--- src/rtl/tape_progress_writer.sv ---
// Tape progress overlay writer.
// Watches the tape position against the tape length. It derives a proportional fill count
// with a bit-serial restoring divider. It then streams tile writes into port A of the
// overlay character RAM: the two wheel tiles first, then the progress bar.
module tape_progress_writer #(
    parameter int         POS_W        = 24,
    parameter int         ADDR_W       = 11,
    parameter int         BAR_LEN      = 10,
    parameter int         BAR_ADDR     = 147,
    parameter int         WHEEL_L_ADDR = 339,
    parameter int         WHEEL_R_ADDR = 348,
    parameter logic [7:0] CH_EMPTY     = 8'hA6,
    parameter logic [7:0] CH_FULL      = 8'h7F,
    parameter logic [7:0] WHEEL_A      = 8'h2A,
    parameter logic [7:0] WHEEL_B      = 8'h96
) (
    input  logic              i_pix,
    input  logic              reset_n,
    input  logic [POS_W-1:0]  i_max,
    input  logic [POS_W-1:0]  i_pos,
    input  logic              i_force,
    output logic              o_wr_ena,
    output logic [ADDR_W-1:0] o_wr_addr,
    output logic [7:0]        o_wr_data,
    output logic              o_busy,
    output logic [4:0]        o_blocks
);

    // Numerator is pos*BAR_LEN; BAR_LEN <= 31 needs five extra bits.
    localparam int NUM_W = POS_W + 5;
    localparam int CNT_W = $clog2(NUM_W + 1);
    // The step counter runs 0..NUM_W-1 doing one quotient bit each; at NUM_W the result is taken.
    localparam logic [CNT_W-1:0] LAST_STEP = CNT_W'(NUM_W);
    localparam logic [4:0]       LAST_IDX  = 5'(BAR_LEN - 1);

    typedef enum logic [2:0] {
        S_IDLE,
        S_DIV,
        S_WHL_L,
        S_WHL_R,
        S_BAR,
        S_DONE
    } state_t;

    state_t state;

    logic [POS_W-1:0] pos_r;
    logic             chg;
    logic             trig;
    logic             pending;
    logic             pend_adv;
    logic             adv;
    logic             wheel;
    logic [CNT_W-1:0] step_cnt;
    logic [4:0]       idx;
    logic [4:0]       next_idx;

    logic [NUM_W-1:0] num_p0;
    logic [NUM_W-1:0] quot_p0;
    logic [POS_W-1:0] rem_p0;
    logic [POS_W-1:0] max_p0;
    logic [POS_W:0]   shifted;
    logic [POS_W-1:0] diff;
    logic             ge;
    logic             load;
    logic             step;

    // Fill count: an unknown length shows an empty bar, and a position past the end shows a full one.
    function automatic logic [4:0] sat_blocks(input logic [NUM_W-1:0] q,
                                              input logic [POS_W-1:0] m);
        logic [4:0] res;
        if (m == '0)
            res = 5'd0;
        else if (q > NUM_W'(BAR_LEN))
            res = 5'(BAR_LEN);
        else
            res = q[4:0];
        return res;
    endfunction

    // Tile code for bar position i given the fill count b.
    function automatic logic [7:0] bar_tile(input logic [4:0] i, input logic [4:0] b);
        return (i < b) ? CH_FULL : CH_EMPTY;
    endfunction

    assign chg      = (i_pos != pos_r);
    assign trig     = chg | i_force;
    assign next_idx = idx + 5'd1;

    // One restoring-division step: bring down the next numerator bit and subtract if it fits.
    // When it fits, the true difference is below max, so the narrow subtraction is exact.
    assign shifted = {rem_p0, num_p0[NUM_W-1]};
    assign ge      = (shifted >= {1'b0, max_p0});
    assign diff    = shifted[POS_W-1:0] - max_p0;

    // A new run snapshots the live inputs, either from idle or as the collapsed rerun in DONE.
    assign load = ((state == S_IDLE) && trig) || ((state == S_DONE) && (pending || trig));
    assign step = (state == S_DIV) && (step_cnt != LAST_STEP);

    // Divider datapath: snapshot the operands on load, then shift out one quotient bit per step.
    always_ff @(posedge i_pix) begin
        if (load) begin
            num_p0  <= NUM_W'(i_pos) * NUM_W'(BAR_LEN);
            max_p0  <= i_max;
            rem_p0  <= '0;
            quot_p0 <= '0;
        end else if (step) begin
            num_p0  <= {num_p0[NUM_W-2:0], 1'b0};
            rem_p0  <= ge ? diff : shifted[POS_W-1:0];
            quot_p0 <= {quot_p0[NUM_W-2:0], ge};
        end
    end

    // Control FSM: sequence the divide and the tile writes. Strobe, address and data are registered together.
    always_ff @(posedge i_pix or negedge reset_n) begin
        if (!reset_n) begin
            state     <= S_IDLE;
            pos_r     <= '0;
            wheel     <= 1'b0;
            pending   <= 1'b0;
            pend_adv  <= 1'b0;
            adv       <= 1'b0;
            step_cnt  <= '0;
            idx       <= '0;
            o_wr_ena  <= 1'b0;
            o_wr_addr <= '0;
            o_wr_data <= '0;
            o_busy    <= 1'b0;
            o_blocks  <= '0;
        end else begin
            pos_r <= i_pos;

            // Triggers that arrive mid-run collapse into a single rerun.
            // The rerun spins the wheels if any of those triggers was a position change.
            if ((state == S_DIV || state == S_WHL_L || state == S_WHL_R || state == S_BAR) && trig) begin
                pending  <= 1'b1;
                pend_adv <= pend_adv | chg;
            end

            case (state)
                S_IDLE: begin
                    if (trig) begin
                        adv      <= chg;
                        step_cnt <= '0;
                        o_busy   <= 1'b1;
                        state    <= S_DIV;
                    end
                end

                S_DIV: begin
                    if (step_cnt == LAST_STEP) begin
                        o_blocks  <= sat_blocks(quot_p0, max_p0);
                        o_wr_ena  <= 1'b1;
                        o_wr_addr <= ADDR_W'(WHEEL_L_ADDR);
                        o_wr_data <= wheel ? WHEEL_A : WHEEL_B;
                        state     <= S_WHL_L;
                    end else begin
                        step_cnt <= step_cnt + 1'b1;
                    end
                end

                S_WHL_L: begin
                    o_wr_addr <= ADDR_W'(WHEEL_R_ADDR);
                    o_wr_data <= wheel ? WHEEL_B : WHEEL_A;
                    state     <= S_WHL_R;
                end

                S_WHL_R: begin
                    if (adv)
                        wheel <= ~wheel;
                    idx       <= '0;
                    o_wr_addr <= ADDR_W'(BAR_ADDR);
                    o_wr_data <= bar_tile(5'd0, o_blocks);
                    state     <= S_BAR;
                end

                S_BAR: begin
                    if (idx == LAST_IDX) begin
                        o_wr_ena <= 1'b0;
                        state    <= S_DONE;
                    end else begin
                        idx       <= next_idx;
                        o_wr_addr <= ADDR_W'(BAR_ADDR) + ADDR_W'(next_idx);
                        o_wr_data <= bar_tile(next_idx, o_blocks);
                    end
                end

                S_DONE: begin
                    if (pending || trig) begin
                        pending  <= 1'b0;
                        pend_adv <= 1'b0;
                        adv      <= pend_adv | chg;
                        step_cnt <= '0;
                        state    <= S_DIV;
                    end else begin
                        o_busy <= 1'b0;
                        state  <= S_IDLE;
                    end
                end

                default: begin
                    o_wr_ena <= 1'b0;
                    o_busy   <= 1'b0;
                    state    <= S_IDLE;
                end
            endcase
        end
    end

endmodule

--- config.mk ---
export PLATFORM = sky130hd
export DESIGN_NAME = tape_progress_writer
export DESIGN_NICKNAME = d
export VERILOG_FILES = /design/src/rtl/tape_progress_writer.sv
export SDC_FILE = /design/constraint.sdc
export NUM_CORES = 1
export LEC_CHECK = 0
export CAP_MARGIN = 20
export CORE_MARGIN = 2
export CORE_UTILIZATION = 60
export CTS_CLUSTER_SIZE = 24
export DETAILED_ROUTE_END_ITERATION = 10
export PLACE_DENSITY = 0.78
export REMOVE_ABC_BUFFERS = 1
export SLEW_MARGIN = 20
export SYNTH_ARGS = -nofsm -noshare
export SYNTH_HDL_FRONTEND = slang
export SYNTH_SLANG_ARGS = --single-unit
--- constraint.sdc ---
create_clock -name i_pix -period 5.28 [get_ports i_pix]
set_input_delay 1.056 -clock i_pix [delete_from_list [all_inputs] [get_ports i_pix]]
set_output_delay 1.056 -clock i_pix [all_outputs]
set_load 0.05 [all_outputs]
==> impl_metrics.py <==
metrics = {
    "floorplanning": {
        "fp.dieArea_um2": 17200,
        "initial_core_util": 0.612,
        "pin_count": 77,
        "die_h_um": 131,
        "rows": 46,
        "core_um2": 15800,
        "fp.dieW_um": 131,
    },
    "layout": {
        "final_common_cell": "nand2_1",
        "final_cell_mix": "nand2_1, o21ai_0, ha_1",
        "fin_cells": 1309,
        "multiInputGateArea_um2": 5070,
        "utilization": 0.703,
        "area_growth_pct": 14.9,
        "fillCellCount": 1272,
        "antennaDiodeCount": 0,
        "regArea_um2": 4190,
        "drive_gt1_frac": 0.0549,
        "nets": 1208,
    },
    "yosys": {
        "ys_top_cells_by_area": "dfrtp_1, edfxtp_1, dfxtp_1",
        "ys_seq_area_frac": 0.433,
        "synth-edff-count": 51,
        "ys_seq_elements": 168,
        "synth_area_leader_cell": "dfrtp_1",
        "synth_flop_cell": "dfrtp_1",
        "synth_async_sr_flop_share": 0.375,
        "syn_inst": 1028,
        "avgSynthCellArea_um2": 9.42,
        "synth_cell_types": 74,
        "netlist_area_um2": 9680,
        "synth_top_area_frac": 0.163,
        "yosysWarnings": 0,
    },
    "power_and_ir_drop": {
        "irDropWorstVdd_mv": 0.232,
        "p_per_area_nw_per_um2": 286,
        "leakagePower_nw": 4.65,
        "finalPower_w": 0.00318,
    },
    "detailed_routing": {
        "drt-initial-drc-count": 613,
        "drt-pass1-iter-count": 6,
        "viasPerCell": 5.80,
        "route.vias.total": 7594,
        "drc": 0,
        "avgRoutedWirePerCell_um": 16.2,
        "ant_nets": 0,
        "wl_mm": 21.2,
    },
    "sta": {
        "fin_tns_setup_ns": 0,
        "setup_viol": 0,
        "fmax_mhz": 253,
        "skew_ns": 0.0118,
        "tightest_slew_ns": 0.877,
        "finalCriticalPeriod_ns": 3.95,
        "rsz0062_at_grt": "false",
        "hold_viol_final": 0,
        "maxSlewViolCount": 0,
        "setup_ws_ns": 1.33,
        "timing.slew.headroom": 0.413,
        "fin_crit_sh": 0.748,
    },
    "worst_setup_path": {
        "path_delay_family": "compound AO/OA/AOI/OAI gates",
        "critPathBufInv": 1,
        "startpoint": "i_pos[4]",
        "cp_slowest_stage_delay_ns": 0.52,
        "critPathMaxFanout": 4,
        "crit_top_cell": "ha_1",
        "slowest_stage": "clkdlybuf4s50_1",
        "r2r-start": "max_p0[18]",
        "reg2reg_to": "rem_p0[5]",
        "path_class": "in -> reg",
        "endpoint": "num_p0[27]",
        "cp.arrival_ns": 4.14,
        "critPathLaunchType": "input port",
        "cp.depth": 11,
        "path_cells": "clkdlybuf4s50_1 -> ha_1 -> ha_1 -> and3_1 -> a221oi_2 -> a21oi_2 -> a311o_1 -> a31oi_4 -> o21ai_1 -> o211a_1 -> o221a_1",
        "rr_worst_depth": 11,
        "crit_path_end_kind": "register",
        "crit_required_ns": 5.47,
        "r2r_slack_ns": 2.08,
    },
    "clocking": {
        "clk_pin_slew_ns": 0.06,
        "clock-root-buffer": "clkbuf_16",
        "postCtsSetupBuffers": 0,
        "numCtsBuffers": 17,
        "cts_buffer_depth": 2,
        "clock-sinks": 168,
        "clk_latency_ns": 0.44,
        "cts_tree": "yes",
        "ctsHoldBuffers": 0,
        "cts_resized": 0,
        "h-tree-depth": 4,
    },
    "grt": {
        "antenna_found_initial": 2,
        "grt_util_all_layers": 0.258,
        "grt_overflow": 0,
        "grt_max_degree": 72,
        "first_global_vias": 7144,
        "grt_pass1_wl_mm": 34.9,
    },
    "min_path": {
        "min_path_type": "reg -> reg",
    },
    "placed_design": {
        "dp_hpwl_mm": 14.8,
        "dpl_worst_slack_ns": 0.880,
        "placed_cells": 1276,
        "port_buffers": 74,
        "gp_congestion": 0.910,
    },
    "outcome": {
        "run_status": "complete, no violations",
    },
    "run": {
        "cap_violations": 0,
    },
}
-- layout make-up --
class	instances	area share
multi-input combinational	762	0.455
sequential	168	0.376
timing repair buffer	81	0.0726
clock buffer	23	0.0479
tap	216	0.0243
inverter	50	0.0169
clock inverter	9	0.00652
-- worst min-delay path: cells and delay by family, from the launching register on --
kind | cells | cell delay, ns
AOI/OAI and AO/OA | 1 | 0.05
DFF | 1 | 0.33
and+or+nand+nor | 1 | 0.05
-- cells in the mapped netlist (all sizes together) (15+ instances only) --
cell type	count
nor2	51
xnor2	22
nor4	20
nand4	15
clkbuf	27
nand3	20
o21ai	97
edfxtp	51
mux2i	21
a31oi	17
ha	75
buf	22
a21oi	57
dfxtp	54
nand2	140
dfrtp	63
inv	50
a21o	26
xor2	46
-- state kept, by name, indices dropped and copies added (netlist names) --
| signal | cells |
|---|---|
| o_busy | 1 |
| quot_p0 | 29 |
| o_wr_ena | 1 |
| pending | 1 |
| pend_adv | 1 |
| o_blocks | 5 |
| o_wr_data | 7 |
| idx | 5 |
| rem_p0 | 24 |
| step_cnt | 5 |
| state | 3 |
| max_p0 | 24 |
| adv | 1 |
| o_wr_addr | 8 |
| wheel | 1 |
| pos_r | 24 |
| num_p0 | 28 |
-- stage by stage --
stage	hold slack (ns)	area [um2]
finish	0.458	11100
global route	0.494	11100
CTS	0.452	11100
detailed placement	0.435	10500
global placement	0.429	10500
floorplan	0.418	9440
-- per-layer routing --
metal | part of all wire | routed length (um) | GRT usage | up-vias
met2 | 0.48 | 10200 | 0.423 | 159
met1 | 0.47 | 9870 | 0.351 | 3618
li1 | - | - | - | 3789
met5 | 0.00057 | 12 | 0 | -
met4 | 0.014 | 299 | 0.0713 | 2
met3 | 0.038 | 807 | 0.0525 | 26
-- power breakdown --
group | switching (W) | internal, W | total (W)
Combinational | 0.000260 | 0.000216 | 0.000476
Clock | 0.000550 | 0.000723 | 0.00127
Sequential | 0.0000307 | 0.00140 | 0.00144
Total | 0.000840 | 0.00234 | 0.00318
-- logic make-up (layout without fill, tap and decap cells) --
kind of cell | count (synthesis) | after routing | share of synthesized area
buf+inv | 99 | 163 | 0.0451
simple gates | 320 | 320 | 0.158
compound gates | 273 | 273 | 0.178
flops | 168 | 168 | 0.433
mux | 22 | 22 | 0.0229
other cells | 1 | 2 | 0.000387
fa+ha+maj | 77 | 77 | 0.101
xor+xnor | 68 | 68 | 0.0615
-- how the worst min path moves through the flow --
stage	depth (start not counted)	endpoint	slack, ns	startpoint
6_report	2	num_p0[28]	0.46	num_p0[27]
5_1_grt	2	num_p0[28]	0.49	num_p0[27]
4_1_cts	2	num_p0[28]	0.45	num_p0[27]
3_5_place_dp	2	num_p0[28]	0.44	num_p0[27]
3_3_place_gp	2	num_p0[28]	0.43	num_p0[27]
2_1_floorplan	2	num_p0[28]	0.42	num_p0[27]
(Power assumes the default switching activity.)
